**src/rtl/hs_pkg.sv**
```systemverilog
// rtl/hs_pkg.sv - shared handshake stage mode type and capacity helper
package hs_pkg;

    // HS_FWD : one entry per stage, ready forwarded combinationally upstream
    // HS_SKID: two entries per stage (main + skid), upstream ready is a flop
    typedef enum logic {
        HS_FWD  = 1'b0,
        HS_SKID = 1'b1
    } hs_mode_e;

    // Number of payload entries a chain of `depth` stages can hold.
    function automatic int hs_cap(input int depth, input hs_mode_e mode);
        return (mode == HS_SKID) ? 2 * depth : depth;
    endfunction

endpackage

```
**src/rtl/hs_stage.sv**
```systemverilog
// rtl/hs_stage.sv - single valid/ready register stage, forwarded-ready or skid
//
// Ports:
//   clk, rst, flush          clock, sync active-high reset, sync clear
//   up_valid/up_ready/up_data    upstream handshake and payload
//   dn_valid/dn_ready/dn_data    downstream handshake and payload
module hs_stage
    import hs_pkg::*;
#(
    parameter int       WIDTH = 32,
    parameter hs_mode_e MODE  = HS_FWD
) (
    input  logic             clk,
    input  logic             rst,
    input  logic             flush,
    input  logic             up_valid,
    output logic             up_ready,
    input  logic [WIDTH-1:0] up_data,
    output logic             dn_valid,
    input  logic             dn_ready,
    output logic [WIDTH-1:0] dn_data
);

    logic clr;
    logic up_fire;

    assign clr     = rst | flush;
    assign up_fire = up_valid & up_ready;

    generate
        if (MODE == HS_SKID) begin : g_skid
            logic             m_v;
            logic             s_v;
            logic [WIDTH-1:0] m_d;
            logic [WIDTH-1:0] s_d;
            logic             load_m_in;
            logic             load_s_in;
            logic             move_s;

            // Ready depends only on the skid flop, which breaks the ready path.
            assign up_ready  = ~s_v;
            // Incoming word goes straight to main when main is free or draining;
            // otherwise it parks in skid. up_fire and move_s are exclusive
            // because a full skid deasserts up_ready.
            assign load_m_in = up_fire & (~m_v | dn_ready);
            assign load_s_in = up_fire & m_v & ~dn_ready;
            assign move_s    = s_v & dn_ready;

            always_ff @(posedge clk) begin
                if (clr) begin
                    m_v <= 1'b0;
                    s_v <= 1'b0;
                end else begin
                    if (load_m_in || move_s) begin
                        m_v <= 1'b1;
                    end else if (dn_ready) begin
                        m_v <= 1'b0;
                    end
                    if (load_s_in) begin
                        s_v <= 1'b1;
                    end else if (move_s) begin
                        s_v <= 1'b0;
                    end
                end
            end

            // Payload registers carry no reset; validity lives in m_v/s_v.
            always_ff @(posedge clk) begin
                if (move_s) begin
                    m_d <= s_d;
                end else if (load_m_in) begin
                    m_d <= up_data;
                end
                if (load_s_in) begin
                    s_d <= up_data;
                end
            end

            assign dn_valid = m_v;
            assign dn_data  = m_d;
        end else begin : g_fwd
            logic             v;
            logic [WIDTH-1:0] d;

            assign up_ready = ~v | dn_ready;

            always_ff @(posedge clk) begin
                if (clr) begin
                    v <= 1'b0;
                end else if (up_fire) begin
                    v <= 1'b1;
                end else if (dn_ready) begin
                    v <= 1'b0;
                end
            end

            always_ff @(posedge clk) begin
                if (up_fire) begin
                    d <= up_data;
                end
            end

            assign dn_valid = v;
            assign dn_data  = d;
        end
    endgenerate

endmodule

```
**src/rtl/hs_pipe.sv**
```systemverilog
// rtl/hs_pipe.sv - chain of DEPTH handshake stages with flush and occupancy
//
// Ports:
//   clk, rst, flush                 clock, sync active-high reset, sync clear
//   in_valid/in_ready/in_data       producer side
//   out_valid/out_ready/out_data    consumer side
//   occupancy                       entries currently held (0..CAP)
module hs_pipe
    import hs_pkg::*;
#(
    parameter int       WIDTH = 32,
    parameter int       DEPTH = 1,
    parameter hs_mode_e MODE  = HS_FWD,
    localparam int      CAP   = hs_cap(DEPTH, MODE),
    localparam int      OCC_W = $clog2(CAP + 1)
) (
    input  logic             clk,
    input  logic             rst,
    input  logic             flush,
    input  logic             in_valid,
    output logic             in_ready,
    input  logic [WIDTH-1:0] in_data,
    output logic             out_valid,
    input  logic             out_ready,
    output logic [WIDTH-1:0] out_data,
    output logic [OCC_W-1:0] occupancy
);

    logic clr;
    logic in_fire;
    logic out_fire;

    assign clr = rst | flush;

    generate
        for (genvar k = 0; k < DEPTH; k++) begin : g_stage
            logic             s_up_valid;
            logic             s_up_ready;
            logic [WIDTH-1:0] s_up_data;
            logic             s_dn_valid;
            logic             s_dn_ready;
            logic [WIDTH-1:0] s_dn_data;

            if (k == 0) begin : g_first
                assign s_up_valid = in_valid;
                assign s_up_data  = in_data;
            end else begin : g_link
                assign s_up_valid = g_stage[k-1].s_dn_valid;
                assign s_up_data  = g_stage[k-1].s_dn_data;
            end

            if (k == DEPTH - 1) begin : g_last
                assign s_dn_ready = out_ready;
            end else begin : g_mid
                assign s_dn_ready = g_stage[k+1].s_up_ready;
            end

            hs_stage #(
                .WIDTH (WIDTH),
                .MODE  (MODE)
            ) u_stage (
                .clk      (clk),
                .rst      (rst),
                .flush    (flush),
                .up_valid (s_up_valid),
                .up_ready (s_up_ready),
                .up_data  (s_up_data),
                .dn_valid (s_dn_valid),
                .dn_ready (s_dn_ready),
                .dn_data  (s_dn_data)
            );
        end
    endgenerate

    // Both ports are closed while clearing so nothing can transfer in that
    // cycle; internal stage moves are discarded by the stage clear anyway.
    assign in_ready  = g_stage[0].s_up_ready & ~clr;
    assign out_valid = g_stage[DEPTH-1].s_dn_valid & ~clr;
    assign out_data  = g_stage[DEPTH-1].s_dn_data;

    assign in_fire   = in_valid & in_ready;
    assign out_fire  = out_valid & out_ready;

    always_ff @(posedge clk) begin
        if (clr) begin
            occupancy <= '0;
        end else if (in_fire && !out_fire) begin
            occupancy <= occupancy + OCC_W'(1);
        end else if (!in_fire && out_fire) begin
            occupancy <= occupancy - OCC_W'(1);
        end
    end

endmodule

```
**config.mk**
```make
export PLATFORM = sky130hd
export DESIGN_NAME = hs_pipe
export DESIGN_NICKNAME = d
export VERILOG_FILES = /design/src/rtl/hs_pkg.sv /design/src/rtl/hs_stage.sv /design/src/rtl/hs_pipe.sv
export SDC_FILE = /design/constraint.sdc
export NUM_CORES = 1
export LEC_CHECK = 0
export CAP_MARGIN = 15
export CORE_MARGIN = 10
export CORE_UTILIZATION = 31
export CTS_CLUSTER_DIAMETER = 60
export DETAILED_ROUTE_END_ITERATION = 16
export PLACE_DENSITY = 0.71
export SKIP_CTS_REPAIR_TIMING = 1
export SYNTH_ARGS = -nofsm -noshare
export SYNTH_HDL_FRONTEND = slang
export SYNTH_SLANG_ARGS = --single-unit
export TNS_END_PERCENT = 10
```
**constraint.sdc**
```tcl
create_clock -name clk -period 1.75 [get_ports clk]
set_input_delay 0.4375 -clock clk [delete_from_list [all_inputs] [get_ports clk]]
set_output_delay 0.4375 -clock clk [all_outputs]
set_load 0.005 [all_outputs]
```
# ---- Yosys cells after proc, flatten, opt, wreduce, memory -nomap -nowiden
# Cells that the tools add are included.
dict set report totals {
  reg_bits 34
  elab_cells 24
}
dict set report classes {
  mux 4
  add_sub_neg 2
  n_bitwise 9
  reduce_logical 6
}
# op count
set ops {}
lappend ops {{1-bit bitwise AND} 5}
lappend ops {{1-bit two-way mux} 4}
lappend ops {{2-bit nonzero test} 2}
lappend ops {{1-bit logical AND} 2}
lappend ops {{1-bit zero test} 2}
lappend ops {{1-bit NOT} 2}
lappend ops {{1-bit bitwise OR} 2}
lappend ops {{1-bit adder, second input constant} 1}
lappend ops {{1-bit subtractor, second input constant} 1}

# ---- Depth between registers and ports, before layout
# Gate-level depths: netlist of run 1.
dict set report logic_depth {
  ltp_word 8
  ltp_mapped 3
}

# ---- Hierarchy
# From an unflattened synthesis of run 1, not the netlist that was laid out.
dict set report hier_totals {
  hier_cells 47
  area_unflattened_um2 1091.0
}
# module area_each_um2 seq_area_each_um2 n_inst cells_per_inst
set modules_own_cells {}
lappend modules_own_cells {hs_stage 1018.5 980.9 1 37}
lappend modules_own_cells {hs_pipe 72.6 20.0 1 10}

# ---- Worst setup path after synthesis of run 1
# OpenSTA, ideal clock, no wires.
dict set report synth_timing {
  path_kind {input to register}
  from {input out_ready}
  to {register g_stage[0].u_stage.g_fwd.d[0], enable pin}
  stages 2
  required_time_ns 1.354
  n_path_buf 0
  arrival_ns 1.367
  setup_slack_ns -0.013
  cell_sequence {nor2b_1 > nor2b_2}
}
dict set report synth_between {
  elab_chain_cells 2
}
# element line_no
set synth_rtl {}
lappend synth_rtl {{from (decl)} hs_pipe.sv:24} ;# input logic out_ready,
lappend synth_rtl {{1-bit bitwise OR} hs_stage.sv:85} ;# assign up_ready = ~v | dn_ready;
lappend synth_rtl {{1-bit bitwise AND} hs_stage.sv:28} ;# assign up_fire = up_valid & up_ready;
lappend synth_rtl {{via g_stage[0].u_stage.up_fire} hs_stage.sv:25} ;# logic up_fire;
lappend synth_rtl {{to (signal assigned)} hs_stage.sv:99} ;# d <= up_data;
lappend synth_rtl {{to (decl)} hs_stage.sv:83} ;# logic [WIDTH-1:0] d;
# The timed path passes the listed nets, and every way through them passes these cells.
# A chain may end at the register's enable or synchronous reset.

# ---- Final worst setup path of run 1
dict set report layout_timing {
  from {input flush}
  to {output out_valid}
}
dict set report layout_between {
  elab_chain_cells 3
}
# element line_no
set layout_rtl {}
lappend layout_rtl {{from (decl)} hs_pipe.sv:19} ;# input logic flush,
lappend layout_rtl {{1-bit bitwise OR} hs_pipe.sv:33} ;# assign clr = rst | flush;
lappend layout_rtl {{1-bit NOT} hs_pipe.sv:78} ;# assign out_valid = g_stage[DEPTH-1].s_dn_valid & ~clr;
lappend layout_rtl {{1-bit bitwise AND} hs_pipe.sv:78}
lappend layout_rtl {{to (decl)} hs_pipe.sv:23} ;# output logic out_valid,
# Every way passes these cells.

==> reports/results.ini, run 1 <==
[worst_setup_path]
startpoint_type=input pin
max_stage_delay_ps=500
slowest_stage=clkdlybuf4s50_1
critical_path_class=in -> out
required_ps=1310
ff2ff_setup_slack_ps=510
crit_top_cell=clkdlybuf4s50_1
cp_cell_sequence=clkdlybuf4s50_1 > nor2_2 > and2_1 > clkdlybuf4s50_1
worstPathArrival_ps=1620
cp-end-kind=primary output
path_max_fanout=2

[global_route]
grt_max_degree=18
grt_overflow=0
grt_pass1_wl_mm=3.995
antenna_found_initial=0
track_usage=0.08774
first_global_vias=799

[pwr]
p_leak_nw=0.7103
p_per_area_nw_per_um2=798.5
combPwrFrac=0.140
p_switching_uw=309.0
p_sw_frac=0.1980
clkPwrFrac=0.249
irDropWorstVdd_uv=508.1
intPower_mw=1.252
finalPower_mw=1.561
pwr-share-seq=0.611

[drt]
wl_per_cell_um=14.71
drtIter0Drc=29
post-route-drc-count=0
ant_nets=0
wl_mm=2.559
firstDrtPassIters=3
num_vias=709
viasPerCell=4.075

[timing]
fmax_mhz=487.2
period_needed_ps=2053
setup_slack_ps=-302.7
setup_viol=1
rsz0062_at_grt=true
post-route-period-util=1.173
worst_pin_slew_ps=150.8
finalMaxSlewViolations=0
hold_violations=0
clock-skew-final_ps=5.836
max_slew_margin=0.8993
tns_ps=-302.7

[logic_synthesis]
synth_cells=45
yosysSeqAreaShare=0.9346
yosysWarnings=0
yosys_register_bits=34
syn-cell-area_sq_um=1071
synth_nets=82
avgSynthCellArea_sq_um=23.80
synth_cell_types=12

[run_status]
violations=setup timing
status=finished with violations

[floorplan]
design.core.area_sq_um=3337
die_w_um=78.78
placementRows=21
ioPinCount=72
start_util=0.3210
die_h_um=78.78
die-area_sq_um=6206

[cells_and_area]
syn_to_final_growth_pct=82.48
fill_cells=285
antenna_cells=0
nets=164
final_common_cell=clkdlybuf4s50_1
final_cell_mix=clkdlybuf4s50_1, edfxtp_1, clkbuf_4
layout-drive-gt1-share=0.09375

[placed_design]
portBuffers=71
place_congestion=0.6481

[worst_hold_path]
min_path_type=reg -> reg

[clocking]
clkTransAtPathRegs_ps=90
cts_buffers=5
htreeDepth=2
clock_path_buffers=2
cts.sinks=34
cts_tree=done
worst_skew_pair.late_latency_ps=330
cts_root_buffer=clkbuf_4

[job]
cap_violations=0

-- stage by stage --
step	util	setup WS (ps)	area (sq um)	hold slack [ps]	std cells
floorplan	-	333.0	1076	536.4	45
global placement	0.5692	-310.7	1899	535.8	166
detailed placement	0.5692	-333.5	1899	562.2	166
CTS	0.5842	-329.9	1949	580.8	174
global route	0.5857	-358.4	1954	619.6	174
finish	0.5857	-302.7	1954	576.9	174
-- critical path, delay by kind of cell --
kind	cells	cell delay (ps)
simple gates	2	250
buf+inv	2	930
-- path summary, 6_finish.rpt --
path | start | to | cells after the start
max reg2reg | g_stage[0].u_stage.dn_valid$_SDFFE_PP0P_ | g_stage[0].u_stage.dn_data[26]$_DFFE_PP_ | 4
min | occupancy$_SDFFE_PP0P_ | occupancy$_SDFFE_PP0P_ | 2
max | flush | out_valid | 4
min reg2reg | occupancy$_SDFFE_PP0P_ | occupancy$_SDFFE_PP0P_ | 2
-- sequential cells by signal (all words and copies together) (netlist names) --
signal,flops
g_stage.u_stage.dn_data,32
g_stage.u_stage.dn_valid,1
occupancy,1
-- final cells by class --
cell class	count	area, sq um	area share
sequential	34	1001	0.5122
timing repair buffer	75	768.2	0.3931
multi-input combinational	11	77.57	0.03969
tap	46	57.56	0.02945
clock buffer	6	41.29	0.02113
clock inverter	2	8.758	0.004481
-- synthesized netlist by cell type --
library cell	n	area, sq um
edfxtp_1	32	960.9
dfxtp_1	2	40.04
o21a_1	2	15.01
a21oi_1	1	5.000
and2_1	1	6.260
and3_1	1	6.260
nand2b_1	1	6.260
nand3b_1	1	7.510
nor2_1	1	3.750
nor2b_1	1	6.260
nor2b_2	1	8.760
nor3_1	1	5.000
-- power by group through the flow --
stage                     Clock (mW)  Combinational [mW]  Sequential, mW
after floorplan                    0              0.0225           0.980
after global placement             0               0.220           0.971
after detailed placement           0               0.223           0.974
after CTS                      0.412               0.224           0.955
after global routing           0.459               0.235           0.958
final                          0.389               0.218           0.953
-- cell families (layout without fill, tap and decap cells) --
logic type / after synthesis / count (layout) / share of synthesized area
and+or+nand+nor: 8 / 8 / 0.04674
AOI/OAI and AO/OA: 3 / 3 / 0.01868
DFF: 34 / 34 / 0.9346
buffers and inverters: 0 / 83 / 0
-- metal layers --
layer | up-vias | global-route usage | part of all wire | wire length, um
li1 | 341 | - | - | -
met1 | 313 | 0.07284 | 0.32 | 827
met2 | 49 | 0.1332 | 0.47 | 1199
met3 | 6 | 0.08671 | 0.19 | 476
met4 | 0 | 0.04839 | 0.021 | 55
met5 | - | 0 | 0 | 0
Note: power is estimated with default switching activity, not from simulation.
==> inputs of run 2 (changes only) <==
==> constraint.sdc (replaced) <==
create_clock -name clk -period 1.75 [get_ports clk]
set_input_delay 0.4375 -clock clk [delete_from_list [all_inputs] [get_ports clk]]
set_output_delay 0.4375 -clock clk [all_outputs]
set_load 0.02 [all_outputs]
==> run 2 against run 1 <==
  * The run now ends clean
  * Critical path depth stayed put
  * Via count is 1.1% higher
  * Flip-flop and latch count stayed put
  * Global-route usage is 0.12 points lower
  * Clock power hardly changed
  * Critical endpoint is now in_ready
==> reports/results.ini, run 2 (synthesis gave the netlist of run 1 again) <==
[run_status]
status=completed

[pwr]
p_per_area_nw_per_um2=800.4  ; +0.24%
p_leak_nw=0.9226  ; +30%
finalPower_mw=1.603  ; +2.7%
irDropWorstVdd_uv=494.4  ; -2.7%

[drt]
drtIter0Drc=18  ; -38%
wl_per_cell_um=15.10  ; +2.7%
num_vias=717  ; +1.1%
wl_mm=2.627  ; +2.7%
viasPerCell=4.121  ; +1.1%
ant_nets=0  ; unchanged
post-route-drc-count=0  ; unchanged
firstDrtPassIters=4  ; +1

[cells_and_area]
finalNonFillerCells=174  ; unchanged
final_common_cell=clkdlybuf4s50_1
final_cell_mix=clkdlybuf4s50_1, edfxtp_1, dlymetal6s2s_1
fill_cells=262  ; -8.1%
syn_to_final_growth_pct=87.03
layout-drive-gt1-share=0.1016  ; +0.007813
nets=164  ; unchanged
largest_reg_flops=32  ; unchanged
antenna_cells=0  ; unchanged

[worst_setup_path]
required_ps=1310  ; about the same
crit_family=buffers and inverters
r2r_start=g_stage[0].u_stage.dn_valid$_SDFFE_PP0P_
slowest_stage=clkdlybuf4s50_1
startpoint_type=input pin
worst-path-buf-inv=2  ; unchanged
cp_cell_sequence=clkdlybuf4s50_1 > nor2b_1 > nor3_1 > buf_4
path_max_fanout=2  ; unchanged
reg2regPathDepth=4  ; unchanged
max_stage_delay_ps=480  ; -20 ps
rr_endpoint=g_stage[0].u_stage.dn_data[16]$_DFFE_PP_
worstPathArrival_ps=1290  ; -330 ps
cp-end-kind=primary output
critical_path_class=in -> out
ff2ff_setup_slack_ps=510  ; about the same

[timing]
post-route-period-util=0.9856  ; -0.1874
period_needed_ps=1725  ; -327.9 ps
rsz0062_at_grt=true
fmax_mhz=579.8  ; +19%
worst_pin_slew_ps=259.6  ; +108.9 ps
max_slew_margin=0.8266  ; -0.07264
finalMaxSlewViolations=0  ; unchanged
hold_violations=0  ; unchanged
clock-skew-final_ps=5.685  ; -0.1502 ps
setup_viol=0  ; -1

[worst_hold_path]
hold_start=occupancy$_SDFFE_PP0P_
min_path_cells=2  ; unchanged
min_path_type=reg -> reg
holdPathEnd=occupancy$_SDFFE_PP0P_

[clocking]
cts_tree=done
clkTransAtPathRegs_ps=90  ; about the same
cts_buffers=5  ; unchanged
htreeDepth=2  ; unchanged
clock_path_buffers=2  ; unchanged
worst_skew_pair.late_latency_ps=320  ; about the same
cts.sinks=34  ; unchanged
cts_root_buffer=clkbuf_4

[global_route]
grt_pass1_wl_mm=4.036  ; +1.0%
antenna_found_initial=0  ; unchanged
grt_max_degree=18  ; unchanged
first_global_vias=823  ; +3.0%
track_usage=0.08657  ; -0.001176
grt_overflow=0  ; unchanged

[placed_design]
place_hpwl_mm=2.155
portBuffers=71  ; unchanged
placed_cells=166  ; unchanged
place_congestion=0.6484  ; about the same

[floorplan]
ioPinCount=72  ; unchanged
start_util=0.3210  ; unchanged
die_h_um=78.78  ; unchanged
design.core.area_sq_um=3337  ; unchanged
die-area_sq_um=6206  ; unchanged
die_w_um=78.78  ; unchanged
placementRows=21  ; unchanged

[job]
cap_violations=0  ; unchanged

run 2: how the worst max path moves through the flow:
stage / start / to / slack (ps) / cells after the start
2_1_floorplan: out_ready / g_stage[0].u_stage.dn_data[0]$_DFFE_PP_ / 330 / 2
6_report: out_ready / in_ready / 30 / 4
5_1_grt: out_ready / in_ready / -40 / 4
3_3_place_gp: out_ready / in_ready / -410 / 4
3_5_place_dp: out_ready / in_ready / -450 / 4
4_1_cts: out_ready / in_ready / -440 / 4
run 2: power by group:
| part | switching (mW) | total [mW] | internal (mW) |
|---|---|---|---|
| registers | 0.0105 | 0.952 | 0.942 |
| logic | 0.110 | 0.263 | 0.153 |
| clock network | 0.228 | 0.388 | 0.160 |
run 2: tightest hold or removal path: cells and delay by family, from the launching register on:
kind / cells / cell delay (ps)
AOI/OAI and AO/OA: 2 / 230
DFF: 1 / 330
run 2: layout make-up:
type	instances	area, sq um	share of cell area
clock buffer	8	48.80	0.02436
multi-input combinational	11	77.57	0.03873
sequential	34	1001	0.4997
tap	46	57.56	0.02873
timing repair buffer	75	818.3	0.4085
run 2: routing by layer:
layer	vias up	wire, um	share of wire	track usage
li1	340	-	-	-
met1	322	911	0.35	0.07420
met2	51	1270	0.48	0.1357
met3	4	416	0.16	0.07545
met4	0	29	0.011	0.04839
met5	-	0	0	0
run 2: metrics by stage:
stage	setup WS, ps	utilization	hold WS, ps	cell area (sq um)	setup TNS, ps
2_1_floorplan	333.0	-	536.4	1076	0
3_3_place_gp	-413.0	0.5692	535.7	1899	-813.8
3_5_place_dp	-448.1	0.5692	559.5	1899	-1213
6_report	25.14	0.6003	579.9	2003	0
4_1_cts	-439.6	0.5838	587.8	1948	-883.9
5_1_grt	-40.88	0.6003	618.5	2003	-77.25
==> variant (flow settings as in run 2) <==
`WIDTH` is set to 32 in 2 places; all go to 48.
--- a/src/rtl/hs_stage.sv
+++ b/src/rtl/hs_stage.sv
@@ -9,3 +9,3 @@
 #(
-    parameter int       WIDTH = 32,
+    parameter int       WIDTH = 48,
     parameter hs_mode_e MODE  = HS_FWD
--- a/src/rtl/hs_pipe.sv
+++ b/src/rtl/hs_pipe.sv
@@ -10,3 +10,3 @@
 #(
-    parameter int       WIDTH = 32,
+    parameter int       WIDTH = 48,
     parameter int       DEPTH = 1,
Ports: changed (resized in_data and out_data); port bits go from 72 to 104. The function was not compared with the original's and may differ.
==> variant against run 2 <==
Wire length grew 59%; setup slack lost 34 ps; die area grew 33%; area after synthesis grew 45%; the flow now finishes with violations (negative setup slack); sequential cell count grew 16; global-route usage grew 1.7 points; power grew 50%; final area grew 41%.
==> variant: results (changes against run 2) <==
stage,metric,value,unit,change
sta,hold slack,597,ps,was 580 ps
drt,Routed wire per std cell,17.1,um,was 15.1 um
sta,setup violators final,1,,was 0
cells_and_area,max reg flops,48,,was 32
placement,Area after DPL,0.00273,sq mm,was 0.00190 sq mm
critical_path,r2r setup slk,430,ps,was 510 ps
grt,pin count of the biggest net entering global routing,31,,was 18
placement,number of port buffers,103,,was 71
grt,met1 usage in global routing,9.40,%,was 7.42%
run_status,failing checks,negative setup slack,,
run_status,outcome,finished with violations,,was completed
critical_path,crit path capture,out_valid,,was in_ready
grt,grt met3 use,7.48,%,was 7.55%
placement,HPWL Detailed,3430,um,was 2160 um
placement,dpl ws,-493,ps,was -448 ps
sta,TNS Setup,-8.91,ps,was 0 ps
synth,Mapped Avg Cell Area,25.4,sq um,was 23.8 sq um
critical_path,Critical Path Max Stage Delay,520,ps,was 480 ps
clock_tree,"Clk Latency, worst-skew pair",290,ps,was 320 ps
synth,commonest cells in the netlist,"edfxtp_1 (48), dfxtp_1 (2), o21a_1 (2)",,"was edfxtp_1 (32), dfxtp_1 (2), o21a_1 (2)"
sta,Setup Skew,1.52,ps,was 5.69 ps
critical_path,reg-to-reg critical path endpoint,g_stage[0].u_stage.dn_data[25]$_DFFE_PP_,,was g_stage[0].u_stage.dn_data[16]$_DFFE_PP_
cells_and_area,fill cell count,371,,was 262
cells_and_area,layout cell share with drive strength beyond 1,9.04,%,was 10.2%
grt,GR Util met2,17.7,%,was 13.6%
sta,final worst slack,-8.91,ps,was 25.1 ps
synth,Post-Syn Nets,114,,was 82
placement,gpl congestion,0.712,,was 0.648
synth,"Seq/Total Area, Yosys",95.5,%,was 93.5%
clock_tree,CTS root buf,clkbuf_8,,was clkbuf_4
power_and_ir_drop,VDD IR max,0.491,mV,was 0.494 mV
grt,Total GRT Usage,10.3,%,was 8.66%
power_and_ir_drop,Static Leakage,1.06,nW,was 0.923 nW
cells_and_area,NumNets Final,229,,was 164
sta,Max-slew headroom,82.5,%,was 82.7%
cells_and_area,final std cells w/o fill,244,,was 174
synth,Post-synth EDFFs,48,,was 32
grt,vias in the first global route,1156,,was 823
grt,global-route wire length before repair,6530,um,was 4040 um
clock_tree,clock sinks,50,,was 34
drt,DRT iter0 DRCs,52,,was 18
critical_path,CP startpoint,flush,,was out_ready
-- variant: cell count changes after synthesis, sizes merged --
cell and delta:
edfxtp +16
-- variant: layout make-up --
cell class                 count  area, sq um  share of cell area, %
clock buffer                   6         72.6                   2.56
timing repair buffer         108         1100                   39.0
tap                           67         83.8                   2.96
multi-input combinational     11         82.6                   2.92
sequential                    50         1480                   52.3
clock inverter                 2         8.76                  0.309
-- variant: kinds of logic after synthesis --
kind of cell	share of synthesized area (%)
AOI/OAI and AO/OA	1.29
DFF	95.5
and+or+nand+nor	3.23
-- variant: power by group through the flow --
stage          Combinational [mW]  Clock, mW  Sequential, mW
2_1_floorplan              0.0305          0            1.52
3_3_place_gp                0.385          0            1.43
3_5_place_dp                0.393          0            1.44
4_1_cts                     0.394      0.643            1.41
5_1_grt                     0.407      0.708            1.42
6_report                    0.387      0.611            1.41
-- variant: metal layers --
metal | up-vias | wire length (um)
met1 | 450 | 1340
met3 | 6 | 627
met4 | 0 | 49
met2 | 66 | 2160
met5 | - | 0
li1 | 466 | -
